### config.mk
export PLATFORM = sky130hd
export DESIGN_NAME = fetch_ctrl
export DESIGN_NICKNAME = d
export VERILOG_FILES = /design/src/rtl/fetch_pkg.sv /design/src/rtl/fetch_ctrl.sv
export SDC_FILE = /design/constraint.sdc
export NUM_CORES = 1
export LEC_CHECK = 0
export ABC_AREA = 0
export CAP_MARGIN = 20
export CORE_AREA = 2 2 112 114
export DETAILED_ROUTE_END_ITERATION = 6
export DIE_AREA = 0 0 114 116
export GPL_ROUTABILITY_DRIVEN = 0
export PLACE_DENSITY = 0.69
export SETUP_SLACK_MARGIN = 0.1
export SYNTH_ARGS = -nofsm -noshare
export SYNTH_HDL_FRONTEND = slang
export SYNTH_SLANG_ARGS = --single-unit
### constraint.sdc
create_clock -name clk -period 3.54 [get_ports clk]
set_clock_uncertainty 0.05 [all_clocks]
set_input_delay 0.708 -clock clk [delete_from_list [all_inputs] [get_ports clk]]
set_output_delay 0.708 -clock clk [all_outputs]
set_load 0.05 [all_outputs]
### src/rtl/fetch_pkg.sv
// Shared definitions for the instruction fetch sequencer: FSM states,
// default halt/reset constants and the byte-address to word-index helper.
package fetch_pkg;

    typedef enum logic [2:0] {
        IDLE,
        FETCH,
        HALT_WAIT,
        HALTED,
        FAULT
    } state_t;

    localparam logic [31:0] HALT_INST = 32'h0000_007F;
    localparam logic [31:0] RESET_PC  = 32'h0000_0000;

    function automatic logic [31:0] word_idx(input logic [31:0] addr);
        return {2'b00, addr[31:2]};
    endfunction

endpackage

### src/rtl/fetch_ctrl.sv
// PC sequencer: drives the combinational ROM address, buffers each fetched
// word in a one-entry valid/ready slot, and handles redirect, halt and fault.
module fetch_ctrl
    import fetch_pkg::*;
#(
    parameter logic [31:0] RESET_PC     = fetch_pkg::RESET_PC,
    parameter int unsigned IMEM_DEPTH   = 32,
    parameter logic [31:0] HALT_INST    = fetch_pkg::HALT_INST,
    parameter int unsigned DRAIN_CYCLES = 3
) (
    input  logic        clk,
    input  logic        rst_n,
    input  logic        start,
    output logic [31:0] imem_addr,
    input  logic [31:0] imem_inst,
    output logic        if_valid,
    input  logic        if_ready,
    output logic [31:0] if_inst,
    output logic [31:0] if_pc,
    input  logic        redir_valid,
    input  logic [31:0] redir_pc,
    output logic        busy,
    output logic        halted,
    output logic        fault
);

    state_t      state;
    logic [31:0] pc;
    logic [3:0]  drain_cnt;

    logic xfer;
    logic slot_free;
    logic redir_bad;
    logic pc_oob;

    assign xfer      = if_valid && if_ready;
    assign slot_free = !if_valid || if_ready;
    assign redir_bad = (redir_pc[1:0] != 2'b00) || (word_idx(redir_pc) >= IMEM_DEPTH);
    assign pc_oob    = word_idx(pc) >= IMEM_DEPTH;

    assign imem_addr = pc;
    assign busy      = (state == FETCH) || (state == HALT_WAIT);
    assign halted    = (state == HALTED);
    assign fault     = (state == FAULT);

    always_ff @(posedge clk or negedge rst_n) begin
        if (!rst_n) begin
            state     <= IDLE;
            pc        <= RESET_PC;
            if_valid  <= 1'b0;
            if_inst   <= 32'h0;
            if_pc     <= 32'h0;
            drain_cnt <= 4'd0;
        end else begin
            case (state)
                IDLE: begin
                    if (start) state <= FETCH;
                end

                FETCH: begin
                    if (redir_valid) begin
                        if_valid <= 1'b0;
                        if (redir_bad) state <= FAULT;
                        else           pc    <= redir_pc;
                    end else if (pc_oob) begin
                        state    <= FAULT;
                        if_valid <= 1'b0;
                    end else if (slot_free) begin
                        // The halt word is never presented downstream; pc parks on it.
                        if (imem_inst == HALT_INST) begin
                            drain_cnt <= 4'(DRAIN_CYCLES);
                            state     <= HALT_WAIT;
                            if_valid  <= 1'b0;
                        end else begin
                            if_inst  <= imem_inst;
                            if_pc    <= pc;
                            if_valid <= 1'b1;
                            pc       <= pc + 32'd4;
                        end
                    end
                end

                HALT_WAIT: begin
                    if (xfer) if_valid <= 1'b0;
                    // A redirect means the halt was fetched down a wrong path.
                    if (redir_valid) begin
                        if_valid  <= 1'b0;
                        drain_cnt <= 4'd0;
                        if (redir_bad) begin
                            state <= FAULT;
                        end else begin
                            state <= FETCH;
                            pc    <= redir_pc;
                        end
                    end else if (!if_valid) begin
                        drain_cnt <= drain_cnt - 4'd1;
                        if (drain_cnt == 4'd1) state <= HALTED;
                    end
                end

                default: begin
                    if_valid <= 1'b0;
                end
            endcase
        end
    end

endmodule

-- Yosys cells after proc, flatten, opt, wreduce, memory -nomap -nowiden
Cells that the tools add are included.
- bits in writable memories: 0
- flip-flop bits (word level): 104
- bits in latches: 0
- bits of input ports: 69
- memories: 0
- memory bits (read-only): 0
- output and inout bits: 100
- logic and storage cells: 81
- bitwise logic cells: 4
- equality and inequality tests: 21
- reductions and logical operators: 14
- mux-type cells: 32
- add/sub/neg operators: 2
- order comparisons: 2
- div/mod/pow operators: 0
- shift operators: 0
- multiply operators: 0
- operators with widths (cell ; number):
    32-bit 2-to-1 mux ; 6
    32-bit one-hot mux with 2 select lines ; 1
    30-bit by 6-bit greater-or-equal comparator with 1-bit output, second input constant ; 2
    32-bit by 3-bit adder with 32-bit output, second input constant ; 1
    32-bit by 7-bit == test with 1-bit output, second input constant ; 1
    3-bit 2-to-1 mux ; 10
    4-bit 2-to-1 mux ; 6
    3-bit inequality test, second input constant ; 6
    2-bit inequality test, second input constant ; 5
    5-bit AND reduction ; 2
    3-bit one-hot mux with 3 select lines ; 1
    4-bit one-hot mux with 2 select lines ; 1
    7-bit AND reduction ; 1
    3-bit by 2-bit == test with 1-bit output, second input constant ; 2
    1-bit 2-to-1 mux ; 6
    6-bit AND reduction ; 1
    4-bit by 1-bit == test with 1-bit output, second input constant ; 1
    4-bit by 3-bit inequality test with 1-bit output, second input constant ; 1
    4-bit inequality test, second input constant ; 1
    1-bit inverter ; 4
    2-bit nonzero test ; 2
    4-bit by 1-bit subtractor with 4-bit output, second input constant ; 1
    3-bit by 1-bit == test with 1-bit output, second input constant ; 1
    3-bit == test, second input constant ; 1
    9 further kinds ; 11

-- Depth between registers and ports, before layout
- depth in word-level cells: 6
- gate-level depth with buffers: 9
- depth with buffers taken out: 7

-- Worst setup path before layout
No wires, ideal clock.
- kind: input -> register
- start: input port imem_inst[9]
- end: register if_inst[0]
- data arrival time: 2.446 ns
- stages on the path: 7
- path slack: 0.919 ns
- required time: 3.365 ns
- setup time: 0.125 ns
- buffers on the path: 2
- cells stage by stage: or4_1 -> nor4_2 -> nand4_1 -> and3_1 -> buf_6 -> buf_6 -> mux2_4
- longest elaborated chain between the ends: 3
- RTL lines (what ; line ; text):
    start, declared ; fetch_ctrl.sv:15 ; input logic [31:0] imem_inst,
    32-bit by 7-bit == test with 1-bit output ; fetch_ctrl.sv:70 ; if (imem_inst == HALT_INST) begin
    1-bit inverter (no source line) ; -- ;
    5-bit AND reduction (no source line) ; -- ;
    end signal, assigned ; fetch_ctrl.sv:75 ; if_inst <= imem_inst;
    end, declared ; fetch_ctrl.sv:18 ; output logic [31:0] if_inst,
Every way passes these cells.
A chain may end at the register's enable or synchronous reset.

-- Final worst setup path
- start: register state[0]
- end: output port busy
- longest elaborated chain between the ends: 2
- elaborated cells on any way between the ends: 3
- those cells by class: 2 x eq/ne; 1 x reduce/logical
- RTL lines (what ; line ; text):
    start, declared ; fetch_ctrl.sv:27 ; state_t state;
    start signal, assigned ; fetch_ctrl.sv:48 ; state <= IDLE;
    start signal, assigned ; fetch_ctrl.sv:57 ; if (start) state <= FETCH;
    start signal, assigned ; fetch_ctrl.sv:63 ; if (redir_bad) state <= FAULT;
    3-bit by 1-bit == test with 1-bit output / 3-bit by 2-bit == test with 1-bit output (equally long branches) ; fetch_ctrl.sv:42 ; assign busy = (state == FETCH) || (state == HALT_WAIT);
    1-bit logical OR (*) ; fetch_ctrl.sv:42 ;
    end, declared ; fetch_ctrl.sv:22 ; output logic busy,
Every way passes the cells marked *; elsewhere a longest branch is shown, timed or not.

==> impl_metrics.json <==
{
  "finalCritPeriodShare": 0.909,
  "clock.fmax_mhz": 311,
  "hold_viol": 0,
  "worstPathArrival_ns": 2.46,
  "antenna_cells": 0,
  "clk_latency_ns": 0.34,
  "syn2layout_area_growth_pct": 47.1,
  "leakage_nw": 2.86,
  "critPathBufInv": 2,
  "die_area_mm2": 0.0132,
  "path_clk_slew_ns": 0.07,
  "path_delay_family": "buffers and inverters",
  "start_util": 0.375,
  "cts_tree": "yes",
  "grt_use_total": 0.178,
  "antenna_found_initial": 0,
  "die_w_um": 114,
  "synth_edf_count": 0,
  "syn_avg_cell_area_um2": 12.9,
  "drc": 0,
  "cts_max_level": 3,
  "io_pins": 169,
  "cts_resized": 0,
  "viasPerCell": 5.02,
  "grt-ovfl-total": 0,
  "die_y_um": 116,
  "crit_path_start_kind": "flip-flop",
  "fin_tns_setup_ns": 0,
  "async_flop_share": 1.00,
  "fin_area_mm2": 0.00657,
  "rsz0062_at_grt": "false",
  "maxCapViolCount": 0,
  "seq_area_frac_synth": 0.583,
  "firstDrtPassIters": 4,
  "netlist_area_mm2": 0.00447,
  "postCtsSetupBuffers": 0,
  "yosysWarnings": 0,
  "place_hpwl_mm": 8.51,
  "synth_cell_type_count": 52,
  "crit_type": "flip-flop to output port",
  "endpoint_kind": "output port",
  "crit_required_ns": 2.78,
  "path_cells": "nor3b_2 -> nor2_1 -> inv_1 -> clkdlybuf4s50_1",
  "cpMaxStageDelayCell": "clkdlybuf4s50_1",
  "postCtsHoldBufs": 0,
  "vias": 3344,
  "port-buffer-count": 168,
  "ir_drop_v": 0.000347,
  "row_count": 40,
  "routed_wl_mm": 11.6,
  "numCtsBuffers": 9,
  "ys_ff_latch": 104,
  "final_max_slew_viol_count": 0,
  "postSynthCellCount": 347,
  "min_period_ns": 3.22,
  "powerDensity_mw_per_mm2": 759,
  "core_area_mm2": 0.0119,
  "grt_pass1_vias": 3499,
  "relSlewSlack": 0.356,
  "cts.sinks": 104,
  "routedWlPerCell_um": 17.4,
  "grt_max_degree": 65,
  "outcome": "completed",
  "cts-root-buf": "clkbuf_16",
  "worst_slew_pin_slew_ns": 0.966,
  "hp-class": "input port to asynchronous set/reset pin",
  "syn-num-nets": 420,
  "grt_pass1_wl_mm": 18.3,
  "nets": 587,
  "drtAntennaViolNets": 0,
  "clockBufferDepth": 2,
  "place_area_mm2": 0.00627,
  "critPathMaxFanout": 10,
  "slowest_delay_ns": 0.82,
  "drtIter0Drc": 134,
  "finalSetupViolCount": 0,
  "drive_above_1_share": 0.129,
  "ys.flop_type": "dfrtp_1"
}
layout make-up:
cell class              count  area [um^2]
fillers                  1016         5340
multi-input cells         219         1740
well taps                 147          184
inverters                   9         33.8
clock inverters             4         52.6
repair buffers            171         1710
flip-flops and latches    104         2600
clock buffers              12          246
state kept, by name, indices dropped and copies added, names as in the netlist:
register   count
if_valid       1
if_inst       32
drain_cnt      4
imem_addr     32
if_pc         32
state          3
path summary, 6_finish.rpt:
| path | from | to | slack [ns] | cells after the start |
|---|---|---|---|---|
| worst min register to register | if_pc[16] | if_pc[16] | 0.45 | 1 |
| worst min-delay path | rst_n | if_inst[21] | 0.30 | 1 |
| max in group asynchronous | rst_n | if_pc[5] | 2.40 | 2 |
| worst max register to register | imem_addr[10] | if_inst[13] | 0.59 | 6 |
| min in group clk | if_pc[16] | if_pc[16] | 0.45 | 1 |
| worst max-delay path | state[0] | busy | 0.32 | 4 |
cell usage in the layout (no fill, tap or decap), types with 3 or more instances in the layout:
master             n
or3_1              5
a31oi_1            3
inv_1              9
nand2_1           15
clkbuf_16          9
dfrtp_1          104
nor4_1            15
nand4_1            5
o21ai_0            9
ha_1               4
buf_4              3
nand3_1            5
and2_1            29
mux2_2             5
clkdlybuf4s50_1  167
a21oi_1            4
nor2_1            10
nor3_1             5
mux2_4            35
nand2b_1           4
or4_1              4
nor2b_1           26
cells in the mapped netlist, types with 9 or more instances:
cell type,number,share of area
nor2_1,10,0.0084
inv_1,9,0.0076
and2_1,29,0.041
nor4_1,15,0.021
mux2_4,35,0.12
nor2b_1,26,0.036
o21ai_0,9,0.010
nand2_1,15,0.013
dfrtp_1,104,0.58
clkbuf_1,9,0.0076
routing by layer:
metal  up-vias  share of wire  global-route usage
met3        13          0.073              0.0429
met5         -              0                   0
met2       152           0.47               0.284
met1      1624           0.44               0.235
li1       1555              -                   -
met4         0          0.016              0.0707
worst reg2reg max path, stage by stage (launching register included):
cell and delay [ns]:
dfrtp_1 0.41, nor4_1 0.34, nand4_1 0.19, nand2b_1 0.22, nor2_1 0.29, and3_4 0.88
mux2_2 0.46
metrics by stage:
stage               setup slack, ns  hold slack [ns]  cells  total power [mW]   util
floorplan                     0.919            0.362    347              3.24      -
global placement              0.166            0.433    650              3.97  0.526
detailed placement            0.112            0.438    650              4.01  0.526
CTS                           0.316            0.327    666              5.03  0.552
global route                  0.189            0.339    666              5.21  0.552
finish                        0.322            0.302    666              4.99  0.552
power by group:
part	internal [mW]	total [mW]	switching, mW
clock	0.571	1.00	0.430
combinational	0.944	2.30	1.36
sequential	1.46	1.68	0.228
logic make-up after synthesis:
kind of cell | after synthesis | share of synthesized area
simple gates | 137 | 0.185
flops | 104 | 0.583
mux | 40 | 0.130
compound gates | 38 | 0.0614
buf+inv | 24 | 0.0294
fa+ha+maj | 4 | 0.0112
Power figures use the tool's default switching activity.
